File: src/rtl/io1out_pad.sv
// Output IO tile: picks one of four routing tracks, optionally inverts and
// registers it, and drives the pad with a registered output enable.
module io1out_pad #(
  parameter logic [7:0] TILE_ID   = 8'h00,
  parameter logic       INIT      = 1'b0,
  parameter logic [7:0] CFG_RESET = 8'h04
) (
  input  logic       clk,
  input  logic       rst,
  input  logic       pin_0,
  input  logic       pin_1,
  input  logic       pin_2,
  input  logic       pin_3,
  input  logic [7:0] config_addr,
  input  logic [7:0] config_data,
  input  logic       config_we,
  input  logic       config_re,
  output logic [7:0] config_rdata,
  output logic       config_rvalid,
  output logic       top_pin,
  output logic       top_oe
);

  localparam logic [7:0] CFG_MASK = 8'h1F;

  logic [7:0] cfg_q, cfg_d;
  logic       q_q, q_d;
  logic       oe_q, oe_d;
  logic [7:0] rdata_q, rdata_d;
  logic       rvalid_q, rvalid_d;

  logic       addr_hit;
  logic [1:0] sel;
  logic       reg_mode;
  logic       invert;
  logic       pin_sel;
  logic       d;

  assign addr_hit = (config_addr == TILE_ID);
  assign sel      = cfg_q[1:0];
  assign reg_mode = cfg_q[2];
  assign invert   = cfg_q[3];

  always_comb begin
    pin_sel = pin_0;
    unique case (sel)
      2'd0: pin_sel = pin_0;
      2'd1: pin_sel = pin_1;
      2'd2: pin_sel = pin_2;
      2'd3: pin_sel = pin_3;
      default: pin_sel = pin_0;
    endcase
    d = pin_sel ^ invert;
  end

  always_comb begin
    cfg_d    = cfg_q;
    rdata_d  = rdata_q;
    rvalid_d = 1'b0;
    // Read samples cfg_q, so a same-cycle write is not visible to the read.
    if (config_we && addr_hit) cfg_d = {3'b000, config_data[4:0]};
    if (config_re && addr_hit) begin
      rdata_d  = cfg_q;
      rvalid_d = 1'b1;
    end
    // q tracks d in bypass mode too, so entering registered mode is never stale.
    q_d  = d;
    oe_d = cfg_q[4];
  end

  always_ff @(posedge clk or posedge rst) begin
    if (rst) begin
      cfg_q    <= CFG_RESET & CFG_MASK;
      q_q      <= INIT;
      oe_q     <= 1'b0;
      rdata_q  <= '0;
      rvalid_q <= 1'b0;
    end else begin
      cfg_q    <= cfg_d;
      q_q      <= q_d;
      oe_q     <= oe_d;
      rdata_q  <= rdata_d;
      rvalid_q <= rvalid_d;
    end
  end

  assign top_pin       = reg_mode ? q_q : d;
  assign top_oe        = oe_q;
  assign config_rdata  = rdata_q;
  assign config_rvalid = rvalid_q;

endmodule

File: config.mk
export PLATFORM = sky130hd
export DESIGN_NAME = io1out_pad
export DESIGN_NICKNAME = d
export VERILOG_FILES = /design/src/rtl/io1out_pad.sv
export SDC_FILE = /design/constraint.sdc
export NUM_CORES = 1
export LEC_CHECK = 0
export CORE_MARGIN = 2
export CORE_UTILIZATION = 35
export DETAILED_ROUTE_END_ITERATION = 16
export PLACE_DENSITY_LB_ADDON = 0.2
export SKIP_LAST_GASP = 1
export SLEW_MARGIN = 20
export SYNTH_ARGS = -nofsm -noshare
export SYNTH_HDL_FRONTEND = slang
export SYNTH_SLANG_ARGS = --single-unit
File: constraint.sdc
create_clock -name clk -period 2.6 [get_ports clk]
set_clock_uncertainty 0.2 [all_clocks]
set_input_delay 0.65 -clock clk [delete_from_list [all_inputs] [get_ports clk]]
set_output_delay 0.65 -clock clk [all_outputs]
set_load 0.01 [all_outputs]
==> out/qor.txt, run 1 <==
mean number of vias per cell -> 4.68
post-synth cell types -> 11
filler cell count in the final layout -> 131
count of final max-slew check failures -> 0
post-layout worst setup margin -> -0.00546 ns
count of non-filler cells in the finished layout -> 84
Combinational Power Share -> 15.3%
placeable core area -> 1510 um^2
synthesized area -> 561 um^2
Setup CP Type -> in2out
endpoint of the worst hold-timing path -> top_oe
setup slack of the worst register-to-register path -> 1.25 ns
signed area change from the synthesized netlist to the final layout -> 56.5%
type of the worst min-delay path -> reg2reg
Sequential Area -> 327 um^2
power share of the sequential group -> 54.3%
crit path launch -> pin_3
worst hold path startpoint -> cfg_q[4]
initial detailed-routing violation count -> 5
count of yosys warnings during synthesis -> 0
clock tree from TritonCTS -> built
number of H-tree levels -> 1
ANT nets after route -> 0
setup repair after global routing missed its margin -> true
number of antenna violations at the first check in global routing -> 0
WL final -> 992 um
worst reg2reg path startpoint -> cfg_q[0]
DRC -> 0
standard-cell row count -> 14
Max Buffers Root-to-Sink -> 2
clock root buffer -> sky130_fd_sc_hd__clkbuf_4
Sw Pwr -> 82.5 uW
largest fanout on the critical path -> 2
number of register bits inferred by synthesis -> 13
Horiz. Die Dim -> 44.0 um
global-route wire length before repair -> 1.57 mm
initial core utilization -> 37.2%
violations in the final reports -> setup timing
count of final hold-check violations -> 0
number of optimization iterations in the first detailed-route pass -> 3
arrival time of data at the critical path endpoint -> 1.76 ns
vertical die dimension -> 44.0 um
number of sinks driven by the clock tree -> 13
number of instances in the synthesized netlist -> 36
post-CTS setup buffers -> 0
All-Layer GR Usage -> 11.6%
Critical R2R Capture -> q_q
average routed wire per standard cell -> 11.8 um
power after layout -> 393 uW
run status -> finished with violations
PD cells -> 448 nW/um^2
portion of the clock cycle consumed by the worst path in the final layout -> 100%
Leak -> 0.419 nW
maximum number of pins on one net before global-route repair -> 14
number of vias in the routed layout -> 393
Layout Nets -> 93
clock latency on the worst-skew pair -> 0.27 ns
Num CTS Buffers -> 3
count of boundary I/O pins -> 35
number of cells traversed by the worst register-to-register path -> 2
clock share of power -> 30.5%
total global routing overflow -> 0
element type at the critical path end -> output pin
cell-internal power -> 310 uW
Finish-stage setup viols -> 1
area enclosed by the die boundary -> 1940 um^2
critical path startpoint category -> input port
net switching fraction of the power -> 21.0%
register area share after synthesis -> 58.3%
Antenna Cells -> 0
share of final-layout standard cells stronger than drive strength 1 -> 26.5%
Peak VDD IR -> 0.344 mV
cell count after placement -> 80
Port Buf Inserts -> 28
clock transition at the registers of the reported paths -> 0.07 ns
Worst Hold Depth -> 0
crit path time final -> 2.61 ns
Syn Area/Cell -> 15.6 um^2
highest clock rate -> 0.384 GHz
number of global-route vias before repair -> 360
area taken by multi-input logic gates -> 215 um^2
MaxCap Viol Count -> 0
data required time of the worst path -> 1.75 ns
tightest hold margin -> 0.191 ns
last weighted congestion value of the routability-driven placer -> 0.666
worst max-delay path, cell delays in order:
cell	delay (ns)
sky130_fd_sc_hd__buf_6	0.09
sky130_fd_sc_hd__mux4_2	0.46
sky130_fd_sc_hd__xor2_1	0.17
sky130_fd_sc_hd__mux2_4	0.27
sky130_fd_sc_hd__buf_6	0.12
area by class of cell:
type	instances	area share (%)
flip-flops and latches	13	37.2
inverters	2	0.856
well taps	16	2.28
multi-input cells	20	24.5
clock buffers	4	3.00
repair buffers	29	32.1
cell usage after synthesis:
library cell / count / area share [%]
sky130_fd_sc_hd__mux4_2: 1 / 4.0
sky130_fd_sc_hd__conb_1: 1 / 0.67
sky130_fd_sc_hd__xor2_1: 1 / 1.6
sky130_fd_sc_hd__mux2_2: 3 / 6.0
sky130_fd_sc_hd__buf_4: 3 / 4.0
sky130_fd_sc_hd__nand3_2: 2 / 3.6
sky130_fd_sc_hd__nor4_2: 2 / 4.5
sky130_fd_sc_hd__mux2_1: 8 / 16
sky130_fd_sc_hd__inv_1: 2 / 1.3
sky130_fd_sc_hd__dfrtp_1: 12 / 54
sky130_fd_sc_hd__dfstp_2: 1 / 4.7
sequential cells by signal, indices dropped and copies added, names as in the netlist:
| name | cells |
|---|---|
| config_rvalid | 1 |
| q_q | 1 |
| cfg_q | 5 |
| config_rdata | 5 |
| top_oe | 1 |
power by group through the flow:
| stage | sequential, mW | clock [mW] | combinational [mW] |
|---|---|---|---|
| floorplan | 0.217 | 0 | 0.0213 |
| global placement | 0.217 | 0 | 0.0588 |
| detailed placement | 0.217 | 0 | 0.0594 |
| CTS | 0.213 | 0.126 | 0.0606 |
| global route | 0.215 | 0.139 | 0.0644 |
| finish | 0.213 | 0.120 | 0.0599 |
worst max path at each step:
stage	end	cells past startpoint
6_report	top_pin	5
5_1_grt	top_pin	5
3_5_place_dp	top_pin	5
2_1_floorplan	top_pin	3
3_3_place_gp	top_pin	5
4_1_cts	top_pin	5
layout by cell type (no fill, tap or decap):
cell type	count
sky130_fd_sc_hd__buf_2	2
sky130_fd_sc_hd__buf_4	1
sky130_fd_sc_hd__buf_6	3
sky130_fd_sc_hd__clkbuf_1	1
sky130_fd_sc_hd__clkbuf_4	3
sky130_fd_sc_hd__clkdlybuf4s50_1	23
sky130_fd_sc_hd__conb_1	3
sky130_fd_sc_hd__dfrtp_1	12
sky130_fd_sc_hd__dfstp_2	1
sky130_fd_sc_hd__inv_1	2
sky130_fd_sc_hd__mux2_1	8
sky130_fd_sc_hd__mux2_2	2
sky130_fd_sc_hd__mux2_4	1
sky130_fd_sc_hd__mux4_2	1
sky130_fd_sc_hd__nand3_2	2
sky130_fd_sc_hd__nor4_2	2
sky130_fd_sc_hd__xor2_1	1
metrics by stage:
stage          util [%]  cell area, um^2  setup slack (ns)  setup TNS [ns]
3_3_place_gp       56.6              853            -0.658          -0.658
3_5_place_dp       56.6              853            -0.654          -0.654
6_report           58.2              877          -0.00546        -0.00546
4_1_cts            58.2              877          -0.00420        -0.00420
5_1_grt            58.2              877           -0.0277         -0.0277
2_1_floorplan         -              568             0.206               0
per-layer routing:
layer  part of all wire, %  wire [um]  track usage [%]
met1                    38        377             12.5
met2                    53        524             19.1
met3                   9.1         90             7.76
met4                     0          0             1.82
met5                     0          0                0
cells by family after synthesis:
family,Yosys count,synth area share (%)
xor+xnor,1,1.56
buf+inv,5,5.36
flops,13,58.3
mux,12,26.1
other cells,1,0.669
simple gates,4,8.04
repair_timing:
item / in CTS / in global routing
pin swaps: 0 / 0
endpoints found under the setup margin: 1 / 1
gates resized for setup: 20 / 0
hold endpoints to repair: 0 / 0
hold buffers: 0 / 0
(Power assumes the default switching activity.)
==> run 2, diff against run 1 <==
--- a/config.mk
+++ b/config.mk
@@ -8,6 +8,7 @@
 export CORE_MARGIN = 2
 export CORE_UTILIZATION = 35
 export DETAILED_ROUTE_END_ITERATION = 16
+export MAX_ROUTING_LAYER = met4
 export PLACE_DENSITY_LB_ADDON = 0.2
 export SKIP_LAST_GASP = 1
 export SLEW_MARGIN = 20
==> results of run 2 <==
No change in the layout: final DEF, timing and power equal those of run 1.
Main changes from that run: final weighted congestion in routability-driven placement 0.666 -> 0.672; overall routing resource usage 11.6% -> 11.9%
==> run 3, diff against run 2 <==
==> constraint.sdc (replaced) <==
create_clock -name clk -period 2.6 [get_ports clk]
set_clock_uncertainty 0.2 [all_clocks]
set_input_delay 0.65 -clock clk [delete_from_list [all_inputs] [get_ports clk]]
set_output_delay 0.65 -clock clk [all_outputs]
set_load 0.1 [all_outputs]
==> out/qor.txt, run 3 (synthesized netlist as in run 1, its figures left out) <==
MaxCap Viol Count -> 0
area enclosed by the die boundary -> 1940 um^2
worst hold path startpoint -> cfg_q[4]
Peak VDD IR -> 0.418 mV
Setup CP Type -> in2out
Finish-stage setup viols -> 1
critical path buffer and inverter count -> 2
WL final -> 987 um
Layout Nets -> 93
type of the worst min-delay path -> reg2reg
standard-cell row count -> 14
maximum number of pins on one net before global-route repair -> 14
initial core utilization -> 37.2%
Worst path top cell family by delay -> multiplexers
most common library cell in the layout ignoring fill and taps -> sky130_fd_sc_hd__clkdlybuf4s50_1
endpoint of the worst hold-timing path -> top_oe
Critical R2R Capture -> q_q
detailed placement HPWL -> 815 um
clock root buffer -> sky130_fd_sc_hd__clkbuf_4
clock latency on the worst-skew pair -> 0.27 ns
number of global-route vias before repair -> 331
number of vias in the routed layout -> 385
portion of the clock cycle consumed by the worst path in the final layout -> 103%
clock tree from TritonCTS -> built
filler cell count in the final layout -> 131
final core utilization -> 58.1%
element type at the critical path end -> output pin
post-layout worst setup margin -> -0.0698 ns
number of buffers inserted by hold repair at cts -> 0
DRC -> 0
highest clock rate -> 0.375 GHz
cell with the biggest individual delay on the critical path -> sky130_fd_sc_hd__mux4_2
vertical die dimension -> 44.0 um
violations in the final reports -> setup timing
Antenna Cells -> 0
signed area change from the synthesized netlist to the final layout -> 56.0%
number of optimization iterations in the first detailed-route pass -> 2
commonest non-fill, non-tap cells in the layout -> sky130_fd_sc_hd__clkdlybuf4s50_1, sky130_fd_sc_hd__dfrtp_1, sky130_fd_sc_hd__mux2_1, sky130_fd_sc_hd__buf_4
largest fanout on the critical path -> 2
worst reg2reg path startpoint -> cfg_q[0]
Horiz. Die Dim -> 44.0 um
PD cells -> 507 nW/um^2
crit path time final -> 2.67 ns
Num CTS Buffers -> 3
run status -> finished with violations
critical path startpoint category -> input port
share of final-layout standard cells stronger than drive strength 1 -> 36.8%
count of final max-slew check failures -> 0
clock transition at the registers of the reported paths -> 0.07 ns
Leak -> 0.439 nW
Critical Path Max Stage Delay -> 0.47 ns
average routed wire per standard cell -> 11.8 um
number of sinks driven by the clock tree -> 13
Worst Hold Depth -> 0
setup slack of the worst register-to-register path -> 1.11 ns
ANT nets after route -> 0
number of cells traversed by the worst register-to-register path -> 3
Max Buffers Root-to-Sink -> 2
mean number of vias per cell -> 4.58
count of final hold-check violations -> 0
number of H-tree levels -> 1
count of boundary I/O pins -> 35
data required time of the worst path -> 1.75 ns
number of antenna violations at the first check in global routing -> 0
list of cells traversed by the critical path -> buf_6 -> mux4_2 -> xor2_1 -> mux2_4 -> buf_12
worst slack at placement -> -0.409 ns
power after layout -> 443 uW
Port Buf Inserts -> 28
total global routing overflow -> 0
All-Layer GR Usage -> 12.3%
last weighted congestion value of the routability-driven placer -> 0.627
global-route wire length before repair -> 1.60 mm
initial detailed-routing violation count -> 3
setup repair after global routing missed its margin -> true
arrival time of data at the critical path endpoint -> 1.82 ns
placeable core area -> 1510 um^2
[run 3: cell types whose count changed in the layout (fill, tap and decap cells not counted), sizes merged]
cell           delta
buf               +7
clkdlybuf4s50     -7
[run 3: area by class of cell]
type                    instances  area (um^2)  area share [%]
clock buffers                   4         26.3            3.00
inverters                       2         7.51           0.858
multi-input cells              20          215            24.6
flip-flops and latches         13          327            37.3
well taps                      16         20.0            2.29
repair buffers                 29          279            31.9
[run 3: metrics by stage]
step / TNS, ns / area, um^2 / cells / hold WS, ns
floorplan: 0 / 572 / 38 / 0.162
global placement: -0.379 / 842 / 79 / 0.174
detailed placement: -0.409 / 842 / 79 / 0.183
CTS: -0.0776 / 875 / 84 / 0.200
global route: -0.0976 / 875 / 84 / 0.219
finish: -0.0698 / 875 / 84 / 0.199
[run 3: metal layers]
| metal | track usage [%] | wire, um | vias up |
|---|---|---|---|
| met4 | 3.64 | 7 | 0 |
| met2 | 17.4 | 512 | 18 |
| met3 | 6.12 | 88 | 2 |
| met5 | - | 0 | - |
| li1 | - | - | 184 |
| met1 | 15.5 | 378 | 181 |
[run 3: worst max path at each step]
stage               depth (start not counted)  startpoint  endpoint
floorplan                                   3       pin_3   top_pin
global placement                            5       pin_3   top_pin
detailed placement                          5       pin_2   top_pin
CTS                                         5       pin_3   top_pin
global route                                4    cfg_q[0]   top_pin
finish                                      5       pin_3   top_pin
[run 3: repair_timing]
item | 4_1_cts | 5_1_grt
resized for setup | 15 | 0
buffers inserted | 1 | 0
setup endpoints to repair | 1 | 1
[run 3: report_power, final]
| group | switching [mW] | internal (mW) |
|---|---|---|
| Sequential | 0.00390 | 0.209 |
| Clock | 0.0612 | 0.0594 |
| Combinational | 0.0607 | 0.0486 |
